**src/rtl/id_ex_pipe_if.sv**
```systemverilog
// Decode-to-EX bundle for the ID/EX pipeline register.
// The master side is the decode stage; the slave side is the pipeline register.
interface id_ex_pipe_if #(
  parameter int unsigned DATA_W = 32,
  parameter int unsigned CTRL_W = 9,
  parameter int unsigned ALU_W  = 6,
  parameter int unsigned REG_AW = 5
);
  logic              stall_in;
  logic              flush;
  logic              id_valid;
  logic [CTRL_W-1:0] ctrl_in;
  logic [ALU_W-1:0]  alu_in;
  logic [DATA_W-1:0] busA_in;
  logic [DATA_W-1:0] busB_in;
  logic [DATA_W-1:0] imm_in;
  logic [2:0]        dmem_in;
  logic [REG_AW-1:0] rs;
  logic [REG_AW-1:0] rt;
  logic [REG_AW-1:0] dst;
  logic              is_load;
  logic              ctl_xfer;
  logic              wb_we;
  logic [REG_AW-1:0] wb_reg;
  logic [DATA_W-1:0] wb_data;

  logic [CTRL_W-1:0] ctrl_q;
  logic [ALU_W-1:0]  alu_q;
  logic [DATA_W-1:0] busA_q;
  logic [DATA_W-1:0] busB_q;
  logic [DATA_W-1:0] imm_q;
  logic [2:0]        dmem_q;
  logic [REG_AW-1:0] dst_q;
  logic              load_q;
  logic              valid_q;
  logic              lock_if;
  logic [3:0]        bubble_cnt;

  modport master (
    output stall_in, flush, id_valid, ctrl_in, alu_in, busA_in, busB_in, imm_in,
           dmem_in, rs, rt, dst, is_load, ctl_xfer, wb_we, wb_reg, wb_data,
    input  ctrl_q, alu_q, busA_q, busB_q, imm_q, dmem_q, dst_q, load_q, valid_q,
           lock_if, bubble_cnt
  );

  modport slave (
    input  stall_in, flush, id_valid, ctrl_in, alu_in, busA_in, busB_in, imm_in,
           dmem_in, rs, rt, dst, is_load, ctl_xfer, wb_we, wb_reg, wb_data,
    output ctrl_q, alu_q, busA_q, busB_q, imm_q, dmem_q, dst_q, load_q, valid_q,
           lock_if, bubble_cnt
  );
endinterface

```
**src/rtl/id_ex_pipe.sv**
```systemverilog
// ID/EX pipeline register with writeback bypass, load-use bubble insertion
// and a programmable bubble train after a taken jump/branch.
module id_ex_pipe #(
  parameter int unsigned      DATA_W  = 32,
  parameter int unsigned      CTRL_W  = 9,
  parameter int unsigned      ALU_W   = 6,
  parameter int unsigned      REG_AW  = 5,
  parameter int unsigned      BUBBLES = 3,
  parameter logic [ALU_W-1:0] NOP_ALU = ALU_W'(6'h15)
) (
  input  logic        clk,
  input  logic        rst,
  id_ex_pipe_if.slave bus
);
  localparam int unsigned     CNT_W       = 4;
  localparam logic [CNT_W-1:0] BUBBLE_LOAD = CNT_W'(BUBBLES);

  logic [CTRL_W-1:0] ctrl_q, ctrl_d;
  logic [ALU_W-1:0]  alu_q, alu_d;
  logic [DATA_W-1:0] bus_a_q, bus_a_d;
  logic [DATA_W-1:0] bus_b_q, bus_b_d;
  logic [DATA_W-1:0] imm_q, imm_d;
  logic [2:0]        dmem_q, dmem_d;
  logic [REG_AW-1:0] dst_q, dst_d;
  logic              load_q, load_d;
  logic              valid_q, valid_d;
  logic [CNT_W-1:0]  cnt_q, cnt_d;

  logic [DATA_W-1:0] bus_a_c, bus_b_c;
  logic              hz_c;

  // Same-cycle writeback forwarded onto the raw register-file read data
  always_comb begin
    bus_a_c = bus.busA_in;
    bus_b_c = bus.busB_in;
    if (bus.wb_we && (bus.wb_reg != '0) && (bus.wb_reg == bus.rs)) bus_a_c = bus.wb_data;
    if (bus.wb_we && (bus.wb_reg != '0) && (bus.wb_reg == bus.rt)) bus_b_c = bus.wb_data;
  end

  assign hz_c = bus.id_valid && valid_q && load_q && (dst_q != '0) &&
                ((dst_q == bus.rs) || (dst_q == bus.rt));

  assign bus.lock_if = bus.stall_in || hz_c || (cnt_q != '0);

  // Next state: a bubble unless held by stall or a valid instruction issues
  always_comb begin
    ctrl_d  = '0;
    alu_d   = NOP_ALU;
    bus_a_d = '0;
    bus_b_d = '0;
    imm_d   = '0;
    dmem_d  = '0;
    dst_d   = '0;
    load_d  = 1'b0;
    valid_d = 1'b0;
    cnt_d   = cnt_q;
    if (bus.flush) begin
      cnt_d = '0;
    end else if (bus.stall_in) begin
      ctrl_d  = ctrl_q;
      alu_d   = alu_q;
      bus_a_d = bus_a_q;
      bus_b_d = bus_b_q;
      imm_d   = imm_q;
      dmem_d  = dmem_q;
      dst_d   = dst_q;
      load_d  = load_q;
      valid_d = valid_q;
    end else if (hz_c) begin
      cnt_d = cnt_q;
    end else if (cnt_q != '0) begin
      cnt_d = cnt_q - CNT_W'(1);
    end else if (bus.id_valid) begin
      ctrl_d  = bus.ctrl_in;
      alu_d   = bus.alu_in;
      bus_a_d = bus_a_c;
      bus_b_d = bus_b_c;
      imm_d   = bus.imm_in;
      dmem_d  = bus.dmem_in;
      dst_d   = bus.dst;
      load_d  = bus.is_load;
      valid_d = 1'b1;
      cnt_d   = bus.ctl_xfer ? BUBBLE_LOAD : '0;
    end
  end

  always_ff @(posedge clk) begin
    if (rst) begin
      ctrl_q  <= '0;
      alu_q   <= NOP_ALU;
      bus_a_q <= '0;
      bus_b_q <= '0;
      imm_q   <= '0;
      dmem_q  <= '0;
      dst_q   <= '0;
      load_q  <= 1'b0;
      valid_q <= 1'b0;
      cnt_q   <= '0;
    end else begin
      ctrl_q  <= ctrl_d;
      alu_q   <= alu_d;
      bus_a_q <= bus_a_d;
      bus_b_q <= bus_b_d;
      imm_q   <= imm_d;
      dmem_q  <= dmem_d;
      dst_q   <= dst_d;
      load_q  <= load_d;
      valid_q <= valid_d;
      cnt_q   <= cnt_d;
    end
  end

  assign bus.ctrl_q     = ctrl_q;
  assign bus.alu_q      = alu_q;
  assign bus.busA_q     = bus_a_q;
  assign bus.busB_q     = bus_b_q;
  assign bus.imm_q      = imm_q;
  assign bus.dmem_q     = dmem_q;
  assign bus.dst_q      = dst_q;
  assign bus.load_q     = load_q;
  assign bus.valid_q    = valid_q;
  assign bus.bubble_cnt = cnt_q;
endmodule

```
**src/flat_wrapper.sv**
```systemverilog
// flat-port wrapper written by rule: the top's interface ports become plain ports
module id_ex_pipe_flat 
#(
  parameter int unsigned      DATA_W  = 32,
  parameter int unsigned      CTRL_W  = 9,
  parameter int unsigned      ALU_W   = 6,
  parameter int unsigned      REG_AW  = 5,
  parameter int unsigned      BUBBLES = 3,
  parameter logic [ALU_W-1:0] NOP_ALU = ALU_W'(6'h15)
)
  (clk, rst, bus_stall_in, bus_flush, bus_id_valid, bus_ctrl_in, bus_alu_in, bus_busA_in, bus_busB_in, bus_imm_in, bus_dmem_in, bus_rs, bus_rt, bus_dst, bus_is_load, bus_ctl_xfer, bus_wb_we, bus_wb_reg, bus_wb_data, bus_ctrl_q, bus_alu_q, bus_busA_q, bus_busB_q, bus_imm_q, bus_dmem_q, bus_dst_q, bus_load_q, bus_valid_q, bus_lock_if, bus_bubble_cnt);
  id_ex_pipe_if #(.DATA_W(DATA_W), .CTRL_W(CTRL_W), .ALU_W(ALU_W), .REG_AW(REG_AW)) bus_i ();
  input  logic clk;
  input  logic rst;
  input wire logic [$bits(bus_i.stall_in)-1:0] bus_stall_in;
  input wire logic [$bits(bus_i.flush)-1:0] bus_flush;
  input wire logic [$bits(bus_i.id_valid)-1:0] bus_id_valid;
  input wire logic [$bits(bus_i.ctrl_in)-1:0] bus_ctrl_in;
  input wire logic [$bits(bus_i.alu_in)-1:0] bus_alu_in;
  input wire logic [$bits(bus_i.busA_in)-1:0] bus_busA_in;
  input wire logic [$bits(bus_i.busB_in)-1:0] bus_busB_in;
  input wire logic [$bits(bus_i.imm_in)-1:0] bus_imm_in;
  input wire logic [$bits(bus_i.dmem_in)-1:0] bus_dmem_in;
  input wire logic [$bits(bus_i.rs)-1:0] bus_rs;
  input wire logic [$bits(bus_i.rt)-1:0] bus_rt;
  input wire logic [$bits(bus_i.dst)-1:0] bus_dst;
  input wire logic [$bits(bus_i.is_load)-1:0] bus_is_load;
  input wire logic [$bits(bus_i.ctl_xfer)-1:0] bus_ctl_xfer;
  input wire logic [$bits(bus_i.wb_we)-1:0] bus_wb_we;
  input wire logic [$bits(bus_i.wb_reg)-1:0] bus_wb_reg;
  input wire logic [$bits(bus_i.wb_data)-1:0] bus_wb_data;
  output wire logic [$bits(bus_i.ctrl_q)-1:0] bus_ctrl_q;
  output wire logic [$bits(bus_i.alu_q)-1:0] bus_alu_q;
  output wire logic [$bits(bus_i.busA_q)-1:0] bus_busA_q;
  output wire logic [$bits(bus_i.busB_q)-1:0] bus_busB_q;
  output wire logic [$bits(bus_i.imm_q)-1:0] bus_imm_q;
  output wire logic [$bits(bus_i.dmem_q)-1:0] bus_dmem_q;
  output wire logic [$bits(bus_i.dst_q)-1:0] bus_dst_q;
  output wire logic [$bits(bus_i.load_q)-1:0] bus_load_q;
  output wire logic [$bits(bus_i.valid_q)-1:0] bus_valid_q;
  output wire logic [$bits(bus_i.lock_if)-1:0] bus_lock_if;
  output wire logic [$bits(bus_i.bubble_cnt)-1:0] bus_bubble_cnt;
  assign bus_i.stall_in = bus_stall_in;
  assign bus_i.flush = bus_flush;
  assign bus_i.id_valid = bus_id_valid;
  assign bus_i.ctrl_in = bus_ctrl_in;
  assign bus_i.alu_in = bus_alu_in;
  assign bus_i.busA_in = bus_busA_in;
  assign bus_i.busB_in = bus_busB_in;
  assign bus_i.imm_in = bus_imm_in;
  assign bus_i.dmem_in = bus_dmem_in;
  assign bus_i.rs = bus_rs;
  assign bus_i.rt = bus_rt;
  assign bus_i.dst = bus_dst;
  assign bus_i.is_load = bus_is_load;
  assign bus_i.ctl_xfer = bus_ctl_xfer;
  assign bus_i.wb_we = bus_wb_we;
  assign bus_i.wb_reg = bus_wb_reg;
  assign bus_i.wb_data = bus_wb_data;
  assign bus_ctrl_q = bus_i.ctrl_q;
  assign bus_alu_q = bus_i.alu_q;
  assign bus_busA_q = bus_i.busA_q;
  assign bus_busB_q = bus_i.busB_q;
  assign bus_imm_q = bus_i.imm_q;
  assign bus_dmem_q = bus_i.dmem_q;
  assign bus_dst_q = bus_i.dst_q;
  assign bus_load_q = bus_i.load_q;
  assign bus_valid_q = bus_i.valid_q;
  assign bus_lock_if = bus_i.lock_if;
  assign bus_bubble_cnt = bus_i.bubble_cnt;
  id_ex_pipe #(.DATA_W(DATA_W), .CTRL_W(CTRL_W), .ALU_W(ALU_W), .REG_AW(REG_AW), .BUBBLES(BUBBLES), .NOP_ALU(NOP_ALU)) u_core (.clk(clk), .rst(rst), .bus(bus_i));
endmodule
```
**config.mk**
```make
export PLATFORM = sky130hd
export DESIGN_NAME = id_ex_pipe_flat
export DESIGN_NICKNAME = d
export VERILOG_FILES = /design/src/rtl/id_ex_pipe_if.sv /design/src/rtl/id_ex_pipe.sv /design/src/flat_wrapper.sv
export SDC_FILE = /design/constraint.sdc
export NUM_CORES = 1
export LEC_CHECK = 0
export ABC_AREA = 0
export CAP_MARGIN = 0
export CORE_UTILIZATION = 39
export CTS_CLUSTER_DIAMETER = 120
export DETAILED_ROUTE_END_ITERATION = 7
export GPL_ROUTABILITY_DRIVEN = 0
export PLACE_DENSITY = 0.8
export SLEW_MARGIN = 20
export SYNTH_ARGS = -nofsm -noshare
export SYNTH_HDL_FRONTEND = slang
export SYNTH_SLANG_ARGS = --single-unit
```
**constraint.sdc**
```tcl
create_clock -name clk -period 5.55 [get_ports clk]
set_input_delay 1.665 -clock clk [delete_from_list [all_inputs] [get_ports clk]]
set_output_delay 1.665 -clock clk [all_outputs]
set_load 0.05 [all_outputs]
```
# == Yosys cells after proc, flatten, opt, wreduce, memory -nomap -nowiden ==
# Cells that the tools add are included.
# W data, S select, Z words.
# word_totals
wordCells,65
ramBits,0
romBits,0
latchBits,0
reg_bits,125
n_memories,0
# classes
magnitude_cmp,0
mux,32
shifts,0
addsub,1
reduce_logical,16
bitwise,2
eq_ne,4
mul,0
n_div,0
# ops
op,n
$mux W32,11
$mux W9,3
$eq A5 B5 Y1,4
$mux W6,3
$mux W5,3
$reduce_bool A5 Y1,2
$mux W3,3
$mux W4,2
$logic_and A1 B1 Y1,7
$mux W1,6
$reduce_bool A4 Y1,1
$sub A4 B1 Y4 const B,1
$logic_or A1 B1 Y1,3
$reduce_and A3 Y1,1
$mux W2,1
$not A1 Y1,2
$reduce_bool A2 Y1,1
$reduce_or A2 Y1,1

# == Longest topological paths before layout ==
# depth
word_depth,7
ltp_mapped,9
mapped_depth_nobuf,7

# == Worst setup path before layout ==
# No wires, ideal clock.
# synth_path
path_type,in2out
startpoint,input port bus_rs[4]
endpoint,output port bus_lock_if
slack_ns,1.153
path_buffers,2
arrival_time_ns,2.732
path_stages,6
required_time_ns,3.885
path_cell_list,xnor2_1 nand3_1 o22a_1 o21ai_2 buf_6 buf_6
# synth_between
elab_chain_cells,5
# synth_rtl
element,line,text
"start, declared",flat_wrapper.sv:24,input wire logic [$bits(bus_i.rs)-1:0] bus_rs;
$eq A5 B5 Y1,id_ex_pipe.sv:41,((dst_q == bus.rs) || (dst_q == bus.rt));
$logic_or A1 B1 Y1,id_ex_pipe.sv:41,
$logic_and A1 B1 Y1,id_ex_pipe.sv:40,assign hz_c = bus.id_valid && valid_q && load_q && (dst_q != '0) &&
$logic_or A1 B1 Y1 (2 in series),id_ex_pipe.sv:43,assign bus.lock_if = bus.stall_in || hz_c || (cnt_q != '0);
"end, declared",flat_wrapper.sv:41,output wire logic [$bits(bus_i.lock_if)-1:0] bus_lock_if;
# No other way between the ends.

# == Final worst setup path ==
# Same ends and word-level chain as after synthesis.

==> summary.txt <==
Power and ir drop
  • Leak: 3.30 nW
  • Pwr dens: 260 mW/mm^2
  • Logic gate share of total power: 16.5%
  • Switching share of power: 26.4%
  • Pwr Total: 2.39 mW
  • Internal: 1.76 mW
  • Clock power frac: 44.6%
  • Reg power frac: 38.9%
  • Psw: 0.631 mW
  • Worst IR Drop VDD: 0.194 mV

Worst setup path
  • Crit path DAT: 3.16 ns
  • Crit path launch type: input pin
  • CP Cell Sequence: clkdlybuf4s50_1 > xnor2_1 > nand3_1 > o22a_1 > o21ai_4 > buf_12
  • WP buf/inv: 2
  • CP required: 3.88 ns
  • Slowest cell on the critical path: clkdlybuf4s50_1
  • Slowest stage delay, CP: 0.53 ns
  • CP max FO: 5
  • Crit path max-delay family: buffers and inverters
  • Crit Path Category: input pin to output pin
  • CP Capture Type: output pin

Floorplan
  • Die W: 122 um
  • Die Ht: 122 um
  • Boundary Pins: 300
  • Row Count: 43
  • Starting Density: 40.0%
  • Die Area: 0.0148 sq mm
  • Core area: 0.0139 sq mm

Synth
  • Sequential-to-total area share from yosys stat: 44.9%
  • Mapped cell area: 0.00558 sq mm
  • Yosys reg bits: 125
  • Syn_nets: 778
  • Unique masters post-synth: 33
  • Post-Syn Area per Cell: 9.26 sq um
  • Yosys warnings: 0
  • Gate Count Post-Synth: 602

Clock network
  • CTS root buf: clkbuf_16
  • Clock Sinks: 125
  • CTS H-tree depth: 4
  • # hold bufs at CTS: 0
  • CTS tree: built
  • CTS clk-pin slew, worst paths: 0.05 ns
  • Worst skew pair latency: 0.41 ns
  • CTS Buf Count: 17
  • Cts repair resizes: 0
  • Max clock buf depth: 2
  • Post CTS Setup Buffer Count: 0

Timing
  • Hold Vio Cnt, Final: 0
  • Slew at the pin with the worst max-slew slack: 1.10 ns
  • Fmax achieved: 0.207 GHz
  • Final Max Tran Viols: 0
  • Period utilization: 86.9%
  • Post-layout min period: 4.83 ns
  • Slew margin rel.: 26.7%
  • Min Hold Slack: 0.447 ns
  • RSZ-0062 raised after global routing: no
  • Setup TNS: 0 ns
  • # setup viols final: 0
  • Post-Route Skew: 0.00535 ns

Detailed routing
  • DRC violations left: 0
  • Final wirelength: 17,400 um
  • Routed Antenna Nets: 0
  • Via-to-Cell Ratio: 4.96
  • Vias: 5,325
  • First DRT Iteration DRCs: 285
  • Wire length per cell: 16.2 um
  • DR pass1 iterations: 4

Placed design
  • Detailed Place HPWL: 12,400 um
  • DP Area: 0.00861 sq mm
  • Port Buffers: 299
  • Cells after DPL: 1,041

GRT
  • Pin count of the biggest net entering global routing: 91
  • Initial antenna violation count: 0
  • Remaining Overflow, GRT: 0
  • Total Routing Usage GR: 23.6%
  • Vias in the first global route: 5,124
  • Global-route wire length before repair: 26,600 um

Finish
  • Layout area overhead: 64.7%
  • NumNets Final: 1,056
  • Ant diodes: 0
  • # fillers: 1,171
  • Post-Layout Cell Count: 1,073
  • Final instance area: 0.00918 sq mm
  • Proportion of layout cells with a drive suffix above 1: 6.27%

Worst hold path
  • Worst min path class: register to register

Job
  • Max-cap violations: 0

Outcome
  • Outcome: finished clean
[synth_stat cells]
| cell type | instances | area [sq um] |
|---|---|---|
| o32a_1 | 3 | 30.0 |
| ha_1 | 2 | 25.0 |
| or3b_1 | 1 | 8.76 |
| nor2_1 | 4 | 15.0 |
| nand2_1 | 124 | 465 |
| or4_4 | 1 | 11.3 |
| a21oi_1 | 5 | 25.0 |
| buf_6 | 16 | 180 |
| nand2b_1 | 1 | 6.26 |
| o31ai_1 | 109 | 818 |
| mux2i_1 | 66 | 661 |
| or2_0 | 1 | 6.26 |
| nor4_1 | 2 | 12.5 |
| o21ai_0 | 4 | 20.0 |
| a211oi_1 | 3 | 22.5 |
| o21ai_2 | 2 | 17.5 |
| o2111a_1 | 1 | 11.3 |
| dfxtp_1 | 125 | 2500 |
| xor2_1 | 4 | 35.0 |
| o22ai_1 | 1 | 6.26 |
| nand3_1 | 5 | 25.0 |
| nor4_2 | 2 | 25.0 |
| clkbuf_1 | 30 | 113 |
| o2111ai_2 | 1 | 15.0 |
| o31ai_2 | 9 | 113 |
| a211o_1 | 1 | 8.76 |
| inv_1 | 57 | 214 |
| xnor2_1 | 16 | 140 |
| buf_2 | 1 | 5.00 |
| and2_1 | 1 | 6.26 |
| o22a_1 | 1 | 8.76 |
| or4_1 | 1 | 7.51 |
| nor3b_1 | 2 | 15.0 |
[worst reg2reg max path: cells and delay by family (launching register included)]
family / cells / cell delay (ns)
compound gates: 3 / 0.79
xor+xnor: 1 / 0.17
buf+inv: 2 / 1.23
flops: 1 / 0.50
simple gates: 1 / 0.12
[state kept, by name (all words and copies together), names as in the netlist]
register,flops
u_core.bus.alu_q,6
u_core.bus.load_q,1
u_core.bus.busB_q,32
u_core.bus.dmem_q,3
u_core.bus.bubble_cnt,4
u_core.bus.imm_q,32
u_core.bus.busA_q,32
u_core.bus.dst_q,5
u_core.bus.ctrl_q,9
u_core.bus.valid_q,1
[metrics by stage]
step / setup WS, ns / utilization, %
floorplan: 1.15 / -
global placement: 0.783 / 61.8
detailed placement: 0.728 / 61.8
CTS: 0.713 / 65.9
global route: 0.637 / 65.9
finish: 0.725 / 65.9
[cells in the final DEF (no fill, tap or decap), types with 3 or more instances in the layout]
| master | synthesis | final |
|---|---|---|
| mux2i_1 | 66 | 66 |
| nand3_1 | 5 | 5 |
| a21oi_1 | 5 | 5 |
| xnor2_1 | 16 | 16 |
| clkbuf_16 | 0 | 17 |
| o31ai_1 | 109 | 109 |
| nand2_1 | 124 | 123 |
| clkinv_4 | 0 | 3 |
| o31ai_2 | 9 | 9 |
| inv_1 | 57 | 57 |
| a211oi_1 | 3 | 3 |
| dfxtp_1 | 125 | 125 |
| buf_4 | 0 | 6 |
| o21ai_0 | 4 | 4 |
| xor2_1 | 4 | 4 |
| clkbuf_8 | 0 | 3 |
| o32a_1 | 3 | 3 |
| clkdlybuf4s50_1 | 0 | 298 |
| inv_6 | 0 | 3 |
| nor2_1 | 4 | 4 |
[metal layers]
metal	GRT usage [%]	wire length, um	up-vias
met5	0	0	-
met4	8.56	309	0
met3	9.83	1700	23
met2	38.7	8290	203
met1	27.3	7110	2436
li1	-	-	2663
[power groups by stage]
stage / logic [mW] / clock network [mW] / registers, mW
floorplan: 0.130 / 0 / 1.02
global placement: 0.394 / 0 / 0.949
detailed placement: 0.396 / 0 / 0.950
CTS: 0.397 / 1.09 / 0.930
global route: 0.419 / 1.14 / 0.932
finish: 0.395 / 1.07 / 0.930
[kinds of logic after synthesis]
| group | count (synthesis) | synth area share (%) |
|---|---|---|
| compound gates | 140 | 19.7 |
| xor+xnor | 20 | 3.14 |
| buf+inv | 104 | 9.18 |
| simple gates | 145 | 10.8 |
| fa+ha+maj | 2 | 0.449 |
| mux | 66 | 11.8 |
| flops | 125 | 44.9 |
[final timing paths]
check,cells after the start,slack [ns],to,start
worst min register to register,2,0.45,u_core.bus.busA_q[4],u_core.bus.busA_q[4]
worst max-delay path,6,0.72,bus_lock_if,bus_rs[4]
worst max register to register,7,2.57,u_core.bus.busA_q[7],u_core.bus.dst_q[0]
worst min-delay path,2,0.45,u_core.bus.busA_q[4],u_core.bus.busA_q[4]
[final cells by class]
cell class | instances | area (sq um) | area share (%)
clock buffer | 21 | 470 | 5.12
clock inverter | 11 | 108 | 1.17
inverter | 57 | 214 | 2.33
multi-input combinational | 373 | 2600 | 28.3
sequential | 125 | 2500 | 27.2
tap | 180 | 225 | 2.45
timing repair buffer | 306 | 3070 | 33.4
No activity file was read; power rests on OpenSTA's default activity.
